### src/rtl/chip_echo_pkg.sv
// rtl/chip_echo_pkg.sv - shared sizes, channel codes and flit type for the echo shell
package chip_echo_pkg;
  localparam int DATA_W = 32;
  localparam int NUM_CH = 3;
  localparam int DEPTH  = 4;

  localparam logic [1:0] CH_IDLE = 2'b00;
  localparam int         CH_BASE = 1;

  typedef logic [DATA_W-1:0] flit_t;
endpackage

### src/rtl/chip_echo_fifo.sv
// rtl/chip_echo_fifo.sv - per-channel input FIFO; a push into a full FIFO is kept only when popped that cycle
module chip_echo_fifo
  import chip_echo_pkg::*;
#(
  parameter int W = DATA_W,
  parameter int D = DEPTH
) (
  input  logic         clk,
  input  logic         rst_n,
  input  logic         push,
  input  logic [W-1:0] push_data,
  input  logic         pop,
  output logic         full,
  output logic         empty,
  output logic [W-1:0] head
);
  localparam int AW = (D > 1) ? $clog2(D) : 1;
  localparam int CW = $clog2(D + 1);

  logic [W-1:0]  mem [D];
  logic [AW-1:0] wr_ptr;
  logic [AW-1:0] rd_ptr;
  logic [CW-1:0] count;
  logic          do_push;
  logic          do_pop;

  assign full    = (count == CW'(D));
  assign empty   = (count == '0);
  assign do_pop  = pop && !empty;
  assign do_push = push && (!full || do_pop);
  assign head    = mem[rd_ptr];

  function automatic logic [AW-1:0] wrap_inc(input logic [AW-1:0] p);
    return (p == AW'(D - 1)) ? '0 : p + 1'b1;
  endfunction

  always_ff @(posedge clk or negedge rst_n) begin
    if (!rst_n) begin
      wr_ptr <= '0;
      rd_ptr <= '0;
      count  <= '0;
    end else begin
      if (do_push) wr_ptr <= wrap_inc(wr_ptr);
      if (do_pop)  rd_ptr <= wrap_inc(rd_ptr);
      if (do_push && !do_pop)      count <= count + 1'b1;
      else if (do_pop && !do_push) count <= count - 1'b1;
    end
  end

  // Storage needs no reset: contents are only observed through count.
  always_ff @(posedge clk) begin
    if (do_push) mem[wr_ptr] <= push_data;
  end
endmodule

### src/rtl/chip_echo_shell.sv
// rtl/chip_echo_shell.sv - chip I/O shell: per-channel buffering, round-robin credited echo, PLL lock model
module chip_echo_shell #(
  parameter int DATA_W      = 32,
  parameter int NUM_CH      = 3,
  parameter int DEPTH       = 4,
  parameter int LOCK_CYCLES = 16
) (
  input  logic              io_clk,
  input  logic              rst_n,
  input  logic              pll_rst_n,
  input  logic              clk_en,
  input  logic [DATA_W-1:0] intf_chip_data,
  input  logic [1:0]        intf_chip_channel,
  output logic [NUM_CH-1:0] intf_chip_credit_back,
  output logic [DATA_W-1:0] chip_intf_data,
  output logic [1:0]        chip_intf_channel,
  input  logic [NUM_CH-1:0] chip_intf_credit_back,
  output logic              pll_lock,
  output logic              jtag_dataout,
  input  logic              core_ref_clk,
  input  logic              jtag_clk,
  input  logic              jtag_rst_l,
  input  logic              jtag_modesel,
  input  logic              jtag_datain,
  input  logic              slew,
  input  logic              impsel1,
  input  logic              impsel2,
  input  logic              async_mux,
  input  logic              pll_bypass,
  input  logic [4:0]        pll_rangea,
  input  logic [1:0]        clk_mux_sel,
  input  logic              oram_on,
  input  logic              oram_traffic_gen,
  input  logic              oram_dummy_gen
);
  import chip_echo_pkg::*;

  localparam int CW = $clog2(DEPTH + 1);
  localparam int PW = (NUM_CH > 1) ? $clog2(NUM_CH) : 1;
  localparam int LW = (LOCK_CYCLES > 1) ? $clog2(LOCK_CYCLES) : 1;

  logic [NUM_CH-1:0] push;
  logic [NUM_CH-1:0] pop;
  logic [NUM_CH-1:0] full;
  logic [NUM_CH-1:0] empty;
  logic [NUM_CH-1:0] eligible;
  logic [DATA_W-1:0] head [NUM_CH];
  logic [CW-1:0]     ocred [NUM_CH];
  logic [PW-1:0]     rr_ptr;
  logic [PW-1:0]     gnt_idx;
  logic              gnt_valid;
  logic [LW-1:0]     lock_cnt;
  logic              unused_ok;

  assign jtag_dataout = 1'b0;
  assign unused_ok = &{1'b0, core_ref_clk, jtag_clk, jtag_rst_l, jtag_modesel, jtag_datain,
                       slew, impsel1, impsel2, async_mux, pll_bypass, pll_rangea,
                       clk_mux_sel, oram_on, oram_traffic_gen, oram_dummy_gen, full};

  for (genvar c = 0; c < NUM_CH; c++) begin : g_ch
    chip_echo_fifo #(.W(DATA_W), .D(DEPTH)) u_fifo (
      .clk       (io_clk),
      .rst_n     (rst_n),
      .push      (push[c]),
      .push_data (intf_chip_data),
      .pop       (pop[c]),
      .full      (full[c]),
      .empty     (empty[c]),
      .head      (head[c])
    );
  end

  always_comb begin
    push     = '0;
    eligible = '0;
    for (int c = 0; c < NUM_CH; c++) begin
      push[c]     = (intf_chip_channel != CH_IDLE) && (intf_chip_channel == 2'(c + CH_BASE));
      eligible[c] = clk_en && !empty[c] && (ocred[c] != '0);
    end
  end

  // Scan channels starting at the round-robin pointer; first eligible wins.
  always_comb begin
    int idx;
    idx       = 0;
    pop       = '0;
    gnt_valid = 1'b0;
    gnt_idx   = '0;
    for (int i = 0; i < NUM_CH; i++) begin
      idx = int'(rr_ptr) + i;
      if (idx >= NUM_CH) idx = idx - NUM_CH;
      if (!gnt_valid && eligible[idx]) begin
        gnt_valid = 1'b1;
        gnt_idx   = PW'(idx);
      end
    end
    if (gnt_valid) pop[gnt_idx] = 1'b1;
  end

  always_ff @(posedge io_clk or negedge rst_n) begin
    if (!rst_n) begin
      chip_intf_data        <= '0;
      chip_intf_channel     <= CH_IDLE;
      intf_chip_credit_back <= '0;
      rr_ptr                <= '0;
    end else if (gnt_valid) begin
      chip_intf_data        <= head[gnt_idx];
      chip_intf_channel     <= 2'(int'(gnt_idx) + CH_BASE);
      intf_chip_credit_back <= pop;
      rr_ptr                <= (int'(gnt_idx) == NUM_CH - 1) ? '0 : gnt_idx + 1'b1;
    end else begin
      chip_intf_data        <= '0;
      chip_intf_channel     <= CH_IDLE;
      intf_chip_credit_back <= '0;
    end
  end

  // A send and a return together cancel; returns beyond DEPTH are dropped.
  always_ff @(posedge io_clk or negedge rst_n) begin
    if (!rst_n) begin
      for (int c = 0; c < NUM_CH; c++) ocred[c] <= CW'(DEPTH);
    end else begin
      for (int c = 0; c < NUM_CH; c++) begin
        if (pop[c] && !chip_intf_credit_back[c])
          ocred[c] <= ocred[c] - 1'b1;
        else if (!pop[c] && chip_intf_credit_back[c] && (ocred[c] < CW'(DEPTH)))
          ocred[c] <= ocred[c] + 1'b1;
      end
    end
  end

  always_ff @(posedge io_clk or negedge rst_n) begin
    if (!rst_n) begin
      lock_cnt <= '0;
      pll_lock <= 1'b0;
    end else if (!pll_rst_n) begin
      lock_cnt <= '0;
      pll_lock <= 1'b0;
    end else begin
      if (lock_cnt != LW'(LOCK_CYCLES - 1)) lock_cnt <= lock_cnt + 1'b1;
      pll_lock <= (lock_cnt == LW'(LOCK_CYCLES - 1));
    end
  end
endmodule

### config.mk
export PLATFORM = sky130hd
export DESIGN_NAME = chip_echo_shell
export DESIGN_NICKNAME = d
export VERILOG_FILES = /design/src/rtl/chip_echo_pkg.sv /design/src/rtl/chip_echo_fifo.sv /design/src/rtl/chip_echo_shell.sv
export SDC_FILE = /design/constraint.sdc
export NUM_CORES = 1
export LEC_CHECK = 0
export CORE_ASPECT_RATIO = 1.5
export CORE_MARGIN = 8
export CORE_UTILIZATION = 37
export DETAILED_ROUTE_END_ITERATION = 8
export PLACE_DENSITY_LB_ADDON = 0.3
export SYNTH_ARGS = -nofsm -noshare
export SYNTH_HDL_FRONTEND = slang
export SYNTH_HIERARCHICAL = 1
export SYNTH_SLANG_ARGS = --single-unit
### constraint.sdc
create_clock -name io_clk -period 4.05 [get_ports io_clk]
set_input_delay 1.0125 -clock io_clk [delete_from_list [all_inputs] [get_ports io_clk]]
set_output_delay 1.0125 -clock io_clk [all_outputs]
set_load 0.05 [all_outputs]
; ---- Yosys cells after proc, flatten, opt, wreduce, memory -nomap -nowiden
; Memories as Yosys holds them, arrays and structs flattened.
; Index checks and enable logic that the tools add are counted.
[word_totals]
ff_bits = 74
mem_bits_rw = 384
inputBits = 61
output_inout_bits = 39
elab_cells = 200
memories = 3
[classes]
add_sub_neg = 26
magnitude_cmp = 12
n_eq_ne = 16
muxes = 55
bitwise_logic = 1
n_reduce_logical = 69
[memory_table]
columns = name, depth, width, rd, rd_clocked_by_memory_dff, wr, line_no
row1 = g_ch[0].u_fifo.mem, 4, 32, 1, 0, 1, chip_echo_fifo.sv:20  ; logic [W-1:0] mem [D];
row2 = g_ch[1].u_fifo.mem, 4, 32, 1, 0, 1, chip_echo_fifo.sv:20
row3 = g_ch[2].u_fifo.mem, 4, 32, 1, 0, 1, chip_echo_fifo.sv:20
[ops]
columns = cell, count
row1 = 32-bit 2-to-1 mux, 6
row2 = 32-bit by 4-bit less-than comparator with 1-bit output (second input constant), 3
row3 = 32-bit binary-select mux with 2-bit select, 1
row4 = 3-bit 2-to-1 mux, 14
row5 = 1-bit logical AND, 33
row6 = 2-bit 2-to-1 mux, 11
row7 = 1-bit zero test, 20
row8 = 3-bit by 1-bit adder with 3-bit output (second input constant), 6
row9 = 2-bit == test (second input constant), 9
row10 = 3-bit by 1-bit subtractor with 3-bit output (second input constant), 6
row11 = 1-bit 2-to-1 mux, 17
row12 = 2-bit by 1-bit adder with 2-bit output (second input constant), 8
row13 = 2-bit nonzero test, 7
row14 = 3-bit == test (second input constant), 3
row15 = 3-bit zero test, 3
row16 = 3-bit less-than comparator (second input constant), 3
row17 = 3-bit nonzero test, 3
row18 = 4-bit 2-to-1 mux, 2
row19 = 3-bit by 2-bit subtractor with 4-bit output (second input constant), 2
row20 = 1-bit binary-select mux with 2-bit select, 3
row21 = 3-bit by 2-bit >= comparator with 1-bit output (second input constant), 2
row22 = 4-bit by 1-bit adder with 4-bit output (second input constant), 1
row23 = 4-bit == test (second input constant), 1
row24 = 4-bit inequality test (second input constant), 1
row25 = 12 further kinds, 14

; ---- Depth between registers and ports, before layout
; Gate-level depths: netlist (run 1).
[depth]
word_depth = 26
depth_mapped = 16
mapped_depth_nobuf = 14

; ---- Modules after synthesis
; The synthesis (run 1) kept the hierarchy.
[modules_own_cells]
columns = mod, instances, cells_each, area_each_um2, seq_area_each_um2
row1 = chip_echo_fifo, 3, 205, 5099.9, 4018.9
row2 = chip_echo_shell, 1, 245, 2638.8, 1330.0

; ---- Least setup slack after synthesis (run 1)
; Ideal clock, no wire load.
[synth_path]
kind = input -> register
from = input port clk_en
to = register g_ch[2].u_fifo.count[2]
setup_time_ps = 79
t_arrival_ps = 3473
required_time_ps = 3971
slack_ps = 498
stages = 13
n_path_buf = 2
cell_sequence = nor2b_1 > nand3_1 > a211oi_2 > buf_2 > buf_1 > inv_1 > a21boi_4 > ha_1 > inv_1 > fa_1 > xor2_1 > nor2_1 > xor2_1
[synth_between]
elab_chain_cells = 23
word_cells_on_any_way = 40
cone_classes = order compare (2) / mux (19) / reduce/logical (19)
[synth_rtl]
columns = element, line_no
row1 = from (decl), chip_echo_shell.sv:11  ; input logic clk_en,
row2 = 1-bit logical AND (2 in series), chip_echo_shell.sv:78  ; eligible[c] = clk_en && !empty[c] && (ocred[c] != '0);
row3 = 1-bit binary-select mux with 2-bit select, chip_echo_shell.sv:92  ; if (!gnt_valid && eligible[idx]) begin
row4 = 1-bit 2-to-1 mux (not written as such) (2 in series), chip_echo_shell.sv:92
row5 = 1-bit 2-to-1 mux, chip_echo_shell.sv:92
row6 = 1-bit zero test, chip_echo_shell.sv:92
row7 = 1-bit logical AND, chip_echo_shell.sv:92
row8 = 1-bit 2-to-1 mux, chip_echo_shell.sv:92
row9 = 1-bit zero test, chip_echo_shell.sv:92
row10 = [7 not listed], n/a
row11 = net pop[2], chip_echo_shell.sv:43  ; logic [NUM_CH-1:0] pop;
row12 = 1-bit logical AND (*), chip_echo_fifo.sv:29  ; assign do_pop = pop && !empty;
row13 = 1-bit logical OR (*), chip_echo_fifo.sv:30  ; assign do_push = push && (!full || do_pop);
row14 = 1-bit logical AND (*), chip_echo_fifo.sv:30
row15 = net g_ch[2].u_fifo.do_push, chip_echo_fifo.sv:24  ; logic do_push;
row16 = 1-bit zero test, chip_echo_fifo.sv:46  ; else if (do_pop && !do_push) count <= count - 1'b1;
row17 = 1-bit logical AND, chip_echo_fifo.sv:46
row18 = 2-bit nonzero test (no line), n/a
row19 = to (signal assigned), chip_echo_fifo.sv:45  ; if (do_push && !do_pop) count <= count + 1'b1;
row20 = to (signal assigned), chip_echo_fifo.sv:46
row21 = to (decl), chip_echo_fifo.sv:23  ; logic [CW-1:0] count;
; Mark *: on every way through the listed nets, which the timed path passes. The rest lies on a longest branch. The select of a mux whose other input is x is not followed.
; A chain may end at the register's enable or synchronous reset.

; ---- Final worst setup path (run 1)
[layout_path]
from = input port clk_en
to = register g_ch[0].u_fifo.count[2]
[layout_between]
elab_chain_cells = 23
word_cells_on_any_way = 40
cone_classes = order compare (2) / mux (19) / reduce/logical (19)
[layout_rtl]
columns = element, line_no
row1 = 1-bit logical AND (2 in series), chip_echo_shell.sv:78
row2 = 1-bit binary-select mux with 2-bit select, chip_echo_shell.sv:92
row3 = 1-bit 2-to-1 mux (not written as such) (2 in series), chip_echo_shell.sv:92
row4 = 1-bit 2-to-1 mux, chip_echo_shell.sv:92
row5 = 1-bit zero test, chip_echo_shell.sv:92
row6 = 1-bit logical AND, chip_echo_shell.sv:92
row7 = 1-bit 2-to-1 mux, chip_echo_shell.sv:92
row8 = 1-bit zero test, chip_echo_shell.sv:92
row9 = [6 not listed], n/a
row10 = 3-bit 2-to-1 mux (*), chip_echo_shell.sv:97  ; if (gnt_valid) pop[gnt_idx] = 1'b1;
row11 = 1-bit logical AND (*), chip_echo_fifo.sv:29
row12 = 1-bit logical OR (*), chip_echo_fifo.sv:30
row13 = 1-bit logical AND (*), chip_echo_fifo.sv:30
row14 = net g_ch[0].u_fifo.do_push, chip_echo_fifo.sv:24
row15 = 1-bit zero test, chip_echo_fifo.sv:46
row16 = 1-bit logical AND, chip_echo_fifo.sv:46
row17 = 2-bit nonzero test (no line), n/a
row18 = to (signal assigned), chip_echo_fifo.sv:45
row19 = to (signal assigned), chip_echo_fifo.sv:46
row20 = to (decl), chip_echo_fifo.sv:23
; Marked as above.

==> results.sh, run 1 <==
export IMPL_drc=0
export IMPL_grt_pass1_wl_um=58300
export IMPL_clockBufferDepth=3
export IMPL_path_clk_slew_ns=0.06
export IMPL_p_leak_nw=7.16
export IMPL_crit_fanout=5
export IMPL_worstRegToRegCells=14
export IMPL_synth_top_family_by_area="multiplexers"
export IMPL_rsz0062_at_grt="no"
export IMPL_hold_viol_final=0
export IMPL_layout_common_cells="384 x edfxtp_1, 96 x mux4_2, 77 x clkdlybuf4s50_1, 65 x dfrtp_1, 46 x inv_1"
export IMPL_status="finished, final reports clean"
export IMPL_netlist_instances=860
export IMPL_place_gp_congestion=0.681
export IMPL_async_flop_share_pct=16.2
export IMPL_drv_slew=0
export IMPL_fin_hold_ws_ns=0.506
export IMPL_viasPerCell=5.26
export IMPL_yosys_area_share_simple_pct=2.70
export IMPL_arrival_ns=3.87
export IMPL_core_area_um2=48300
export IMPL_num_rows=99
export IMPL_grt_antenna_before_repair=1
export IMPL_yosys_warnings=6
export IMPL_portBuffers=78
export IMPL_fin_crit_sh_pct=84.0
export IMPL_diodes=0
export IMPL_worstSetupStartpointType="primary input"
export IMPL_cts_sinks=458
export IMPL_cts_tree="yes"
export IMPL_cts_repair_resized=0
export IMPL_syn_area_um2=17900
export IMPL_start_util_pct=37.1
export IMPL_ys_types=54
export IMPL_timing_critical_path_to_type="flop"
export IMPL_fin_tns_setup_ns=0
export IMPL_drt_iter0_drc=738
export IMPL_p_per_area_nw_per_um2=734
export IMPL_synth_nets=948
export IMPL_grt_max_degree=58
export IMPL_drive_above_1_share_pct=23.7
export IMPL_cts_max_level=2
export IMPL_cp_slowest_cell="clkdlybuf4s50_1"
export IMPL_max_slew_margin_pct=25.8
export IMPL_crit_chain="clkdlybuf4s50_1, nor2b_1, a21oi_2, or3b_4, a21boi_4, inv_1, a21boi_4, ha_1, inv_1, fa_1, xor2_1, nor2_1, xor2_1"
export IMPL_crit_required_ns=4.51
export IMPL_worst_pin_slew_ns=1.11
export IMPL_timing_fmax_mhz=294
export IMPL_cp_slowest_stage_delay_ns=0.49
export IMPL_via_count=8497
export IMPL_areaGrowthSynthToFinish_pct=16.9
export IMPL_final_common_cell="edfxtp_1"
export IMPL_die_y_um=286
export IMPL_grt_overflow_total=0
export IMPL_clockRootBuffer="clkbuf_16"
export IMPL_ant_nets=0
export IMPL_dieArea_um2=55900
export IMPL_synth_edf_count=384
export IMPL_cap_violations=0
export IMPL_yosysSeqAreaShare_pct=74.6
export IMPL_synth_fa_ha_area_share_pct=2.13
export IMPL_ys_flop_type="edfxtp_1"
export IMPL_setup_violations=0
export IMPL_synth_area_per_cell_um2=20.9
export IMPL_synthMuxAreaShare_pct=13.2
export IMPL_postCtsHoldBufs=0
export IMPL_ir_drop_uv=336
export IMPL_routed_wl_um=38800
export IMPL_first_global_vias=9027
export IMPL_finClkSkew_ns=0.0185
export IMPL_final_min_clock_period_ns=3.40
export IMPL_pre_cts_ws_ns=0.124
export IMPL_cts_setup_buffers=0
export IMPL_grt_usage_pct=14.0
export IMPL_nets=1065
export IMPL_synth_xor_area_share_pct=0.586
export IMPL_routedWlPerCell_um=24.0
export IMPL_clk_insertion_delay_late_ns=0.55
export IMPL_firstDrtPassIters=8
export IMPL_ios=100
export IMPL_fp_dieW_um=196
export IMPL_hold_class="reg -> reg"
export IMPL_synth_compound_area_share_pct=4.35
export IMPL_dp_hpwl_um=21800
export IMPL_post_route_worst_setup_slack_ns=0.648
export IMPL_hold_depth=1
export IMPL_dpl_cell_area_um2=19600
export IMPL_r2r_slack_ns=0.79
export IMPL_worstSetupPathType="in -> reg"
export IMPL_finalInstanceArea_um2=21000
export IMPL_fillers=4162
export IMPL_cts_made_buffers=42
export IMPL_synth_seq_cells=458
==> worst max-delay path, delay by kind of cell <==
family	cells	cell delay, ns
AO/OA/AOI/OAI	3	0.59
XOR/XNOR	2	0.30
adder cells (fa/ha/maj)	2	0.57
buffers and inverters	3	0.67
AND/OR/NAND/NOR	3	0.73
==> synth_stat cells, types with 9 or more instances <==
library cell / count / area [um^2]
nor2_1: 21 / 78.8
dfrtp_1: 71 / 1780
clkbuf_1: 9 / 33.8
a222oi_1: 29 / 290
edfxtp_1: 384 / 11500
and2_2: 12 / 90.1
buf_2: 19 / 95.1
buf_6: 10 / 113
inv_1: 46 / 173
ha_1: 21 / 263
nor3_1: 12 / 60.1
mux4_2: 96 / 2160
==> per-layer routing <==
layer | GRT usage, % | part of all wire [%] | vias up
li1 | - | - | 3708
met1 | 17.1 | 40 | 4548
met2 | 25.5 | 54 | 194
met3 | 2.03 | 4.7 | 45
met4 | 3.70 | 1.9 | 2
met5 | 0 | 0.034 | -
==> final timing paths <==
check                           from                 endpoint
min                         ocred[0]                 ocred[0]
max                           clk_en  g_ch[0].u_fifo/count[2]
max in group asynchronous      rst_n       chip_intf_data[16]
min in group asynchronous      rst_n        chip_intf_data[4]
max reg2reg                rr_ptr[0]  g_ch[1].u_fifo/count[2]
min reg2reg                 ocred[0]                 ocred[0]
==> area by class of cell <==
| class | instances | area, um^2 | share of cell area [%] |
|---|---|---|---|
| Sequential cell | 458 | 13400 | 63.9 |
| Multi-Input combinational cell | 316 | 4130 | 19.7 |
| Clock buffer | 63 | 1170 | 5.59 |
| Timing Repair Buffer | 113 | 1170 | 5.56 |
| Inverter | 46 | 173 | 0.824 |
| Clock inverter | 14 | 170 | 0.812 |
| Tap cell | 606 | 758 | 3.62 |
==> cells by family (layout without fill, tap and decap cells) <==
kind of cell | Yosys count | count (layout)
multiplexers | 113 | 113
other | 1 | 1
AO/OA/AOI/OAI | 83 | 83
buffers and inverters | 86 | 236
adder cells (fa/ha/maj) | 27 | 27
XOR/XNOR | 12 | 12
flip-flops | 458 | 458
AND/OR/NAND/NOR | 80 | 80
==> state kept, by name (all words and copies together) (netlist names), 3 cells and up <==
signal                 cells
chip_intf_data            32
g_ch.u_fifo/count          9
g_ch.u_fifo/mem          384
g_ch.u_fifo/rd_ptr         6
g_ch.u_fifo/wr_ptr         6
intf_chip_credit_back      3
lock_cnt                   4
ocred                      9
==> report_power, final <==
group / internal, mW / switching, mW
Combinational: 2.19 / 2.73
Clock: 2.21 / 1.68
Sequential: 5.91 / 0.671
==> per-stage QoR <==
stage | utilization [%] | total power [mW] | std cells
CTS | 43.4 | 15.7 | 1616
finish | 43.4 | 15.4 | 1616
global placement | 40.6 | 11.7 | 1539
floorplan | - | 9.93 | 860
detailed placement | 40.6 | 11.7 | 1539
global route | 43.4 | 16.2 | 1616
(Power assumes the default switching activity.)
==> run 2, diff against run 1 <==
==> constraint.sdc (replaced) <==
create_clock -name io_clk -period 3.51 [get_ports io_clk]
set_input_delay 0.8775 -clock io_clk [delete_from_list [all_inputs] [get_ports io_clk]]
set_output_delay 0.8775 -clock io_clk [all_outputs]
set_load 0.05 [all_outputs]
==> results.sh, run 2 (synthesis results as in run 1) <==
export IMPL_path_clk_slew_ns=0.06
export IMPL_crit_chain="clkdlybuf4s50_1, buf_4, nand2b_1, a211oi_1, o21bai_1, o211a_2, inv_1, a21boi_4, ha_1, inv_1, fa_1, xor2_1, nor2_1, xor2_1"
export IMPL_status="finished, final reports clean"
export IMPL_clockRootBuffer="clkbuf_16"
export IMPL_cap_violations=0
export IMPL_dieArea_um2=55900
export IMPL_drt_iter0_drc=568
export IMPL_r2r_start="rr_ptr[0]"
export IMPL_r2r_slack_ns=0.47
export IMPL_worstSetupPathType="in -> reg"
export IMPL_place_gp_congestion=0.705
export IMPL_cts_setup_buffers=0
export IMPL_seq_area_um2=13400
export IMPL_routedWlPerCell_um=23.6
export IMPL_via_count=8679
export IMPL_crit_buf_inv=4
export IMPL_pre_cts_ws_ns=-0.0999
export IMPL_clk_insertion_delay_late_ns=0.55
export IMPL_hold_viol_final=0
export IMPL_die_y_um=286
export IMPL_cp_slowest_cell="clkdlybuf4s50_1"
export IMPL_sw_frac_of_total_pct=32.8
export IMPL_fin_hold_ws_ns=0.427
export IMPL_worstSetupStartpointType="primary input"
export IMPL_drive_above_1_share_pct=26.2
export IMPL_switchingPower_mw=5.92
export IMPL_grt_usage_pct=14.0
export IMPL_cts_made_buffers=44
export IMPL_seqPwrFrac_pct=41.6
export IMPL_ir_drop_uv=373
export IMPL_grt_overflow_total=0
export IMPL_worstRegToRegCells=14
export IMPL_rr_endpoint="g_ch[1].u_fifo/count[2]"
export IMPL_timing_fmax_mhz=326
export IMPL_crit_required_ns=3.97
export IMPL_instances_no_fill=1647
export IMPL_viasPerCell=5.27
export IMPL_num_rows=99
export IMPL_cp_startpoint="clk_en"
export IMPL_path_depth=14
export IMPL_core_area_um2=48300
export IMPL_portBuffers=78
export IMPL_largest_register_ffs=384
export IMPL_fillers=4175
export IMPL_final_min_clock_period_ns=3.07
export IMPL_regMostFlops="g_ch.u_fifo/mem"
export IMPL_crit_fanout=4
export IMPL_crit_family="compound AO/OA/AOI/OAI gates"
export IMPL_p_clk_share_pct=25.0
export IMPL_max_slew_margin_pct=38.9
export IMPL_p_leak_nw=7.35
export IMPL_drv_slew=0
export IMPL_hold_class="in -> async"
export IMPL_cts_tree="yes"
export IMPL_first_global_vias=9432
export IMPL_timing_critical_path_to_type="flop"
export IMPL_drc=0
export IMPL_p_total_mw=18.0
export IMPL_clockBufferDepth=3
export IMPL_finClkSkew_ns=0.0191
export IMPL_place_inst=1566
export IMPL_areaGrowthSynthToFinish_pct=19.2
export IMPL_cts_repair_resized=0
export IMPL_setup_violations=0
export IMPL_combPwrFrac_pct=33.4
export IMPL_start_util_pct=37.1
export IMPL_p_per_area_nw_per_um2=843
export IMPL_ant_nets=0
export IMPL_dp_hpwl_um=23400
export IMPL_nets=1094
export IMPL_fp_dieW_um=196
export IMPL_fin_tns_setup_ns=0
export IMPL_grt_pass1_wl_um=58800
export IMPL_arrival_ns=3.53
export IMPL_fin_crit_sh_pct=87.3
export IMPL_multi_input_area_um2=4130
export IMPL_firstDrtPassIters=5
export IMPL_internal_power_mw=12.1
export IMPL_grt_antenna_before_repair=3
export IMPL_grt_max_degree=57
export IMPL_worst_pin_slew_ns=0.917
export IMPL_crit_path_end="g_ch[1].u_fifo/count[2]"
export IMPL_final_common_cell="edfxtp_1"
export IMPL_cts_max_level=2
export IMPL_largest_registers="g_ch.u_fifo/mem (384), chip_intf_data (32)"
export IMPL_cts_sinks=458
export IMPL_postCtsHoldBufs=0
export IMPL_rsz0062_at_grt="no"
export IMPL_ios=100
export IMPL_layout_common_cells="384 x edfxtp_1, 96 x mux4_2, 77 x clkdlybuf4s50_1, 65 x dfrtp_1"
export IMPL_post_route_worst_setup_slack_ns=0.444
export IMPL_cp_slowest_stage_delay_ns=0.43
export IMPL_routed_wl_um=38900
run 2: cell count changes in the layout (fill, tap and decap cells not counted):
cell | before | now
bufinv_16 | 3 | 1
clkinvlp_4 | 0 | 3
inv_6 | 2 | 0
clkbuf_1 | 18 | 14
clkbuf_8 | 2 | 4
diode_2 | 0 | 1
clkbuf_16 | 43 | 46
clkinv_1 | 4 | 5
clkinv_4 | 0 | 1
clkinv_2 | 3 | 5
buf_12 | 10 | 24
clkinv_8 | 2 | 1
buf_4 | 26 | 39
run 2: through the flow:
step                      area (um^2)  utilization (%)
after floorplan                 17900                -
after global placement          20000             41.4
after detailed placement        20000             41.4
after CTS                       21400             44.3
after global routing            21400             44.3
final                           21400             44.3
run 2: worst reg2reg max path, cell delays in order, from the launching register on:
cell and delay (ns):
dfrtp_1 0.38, inv_1 0.06, ha_1 0.28, nor4b_2 0.33, a211oi_1 0.11, o21bai_1 0.24
o211a_2 0.29, inv_1 0.08, a21boi_4 0.14, ha_1 0.19, inv_1 0.06, fa_1 0.37
xor2_1 0.15, nor2_1 0.11, xor2_1 0.16
run 2: routing by layer:
layer	part of all wire [%]	track usage, %
met1	39	16.5
met2	53	25.8
met3	4.6	2.21
met4	2.5	4.31
met5	0.072	0
run 2: cell type report:
| cell class | instances | area share, % |
|---|---|---|
| well taps | 606 | 3.55 |
| clock buffers | 64 | 5.89 |
| multi-input cells | 316 | 19.3 |
| diodes | 1 | 0.0117 |
| clock inverters | 16 | 0.568 |
| flip-flops and latches | 458 | 62.6 |
| repair buffers | 140 | 7.22 |
| inverters | 46 | 0.807 |
run 2: power groups by stage:
stage / combinational, mW / clock, mW / sequential [mW]
5_1_grt: 6.49 / 4.84 / 7.61
4_1_cts: 6.17 / 4.65 / 7.53
2_1_floorplan: 3.57 / 0 / 7.88
3_5_place_dp: 6.14 / 0 / 7.63
6_report: 6.02 / 4.52 / 7.50
3_3_place_gp: 6.09 / 0 / 7.60
run 2: worst min path at each step:
stage | startpoint | endpoint | depth (start not counted)
final | rst_n | chip_intf_data[29] | 1
after global routing | rst_n | chip_intf_data[29] | 1
after CTS | rst_n | chip_intf_data[2] | 1
after detailed placement | ocred[0] | ocred[0] | 1
after global placement | lock_cnt[2] | lock_cnt[2] | 1
after floorplan | ocred[0] | ocred[0] | 1
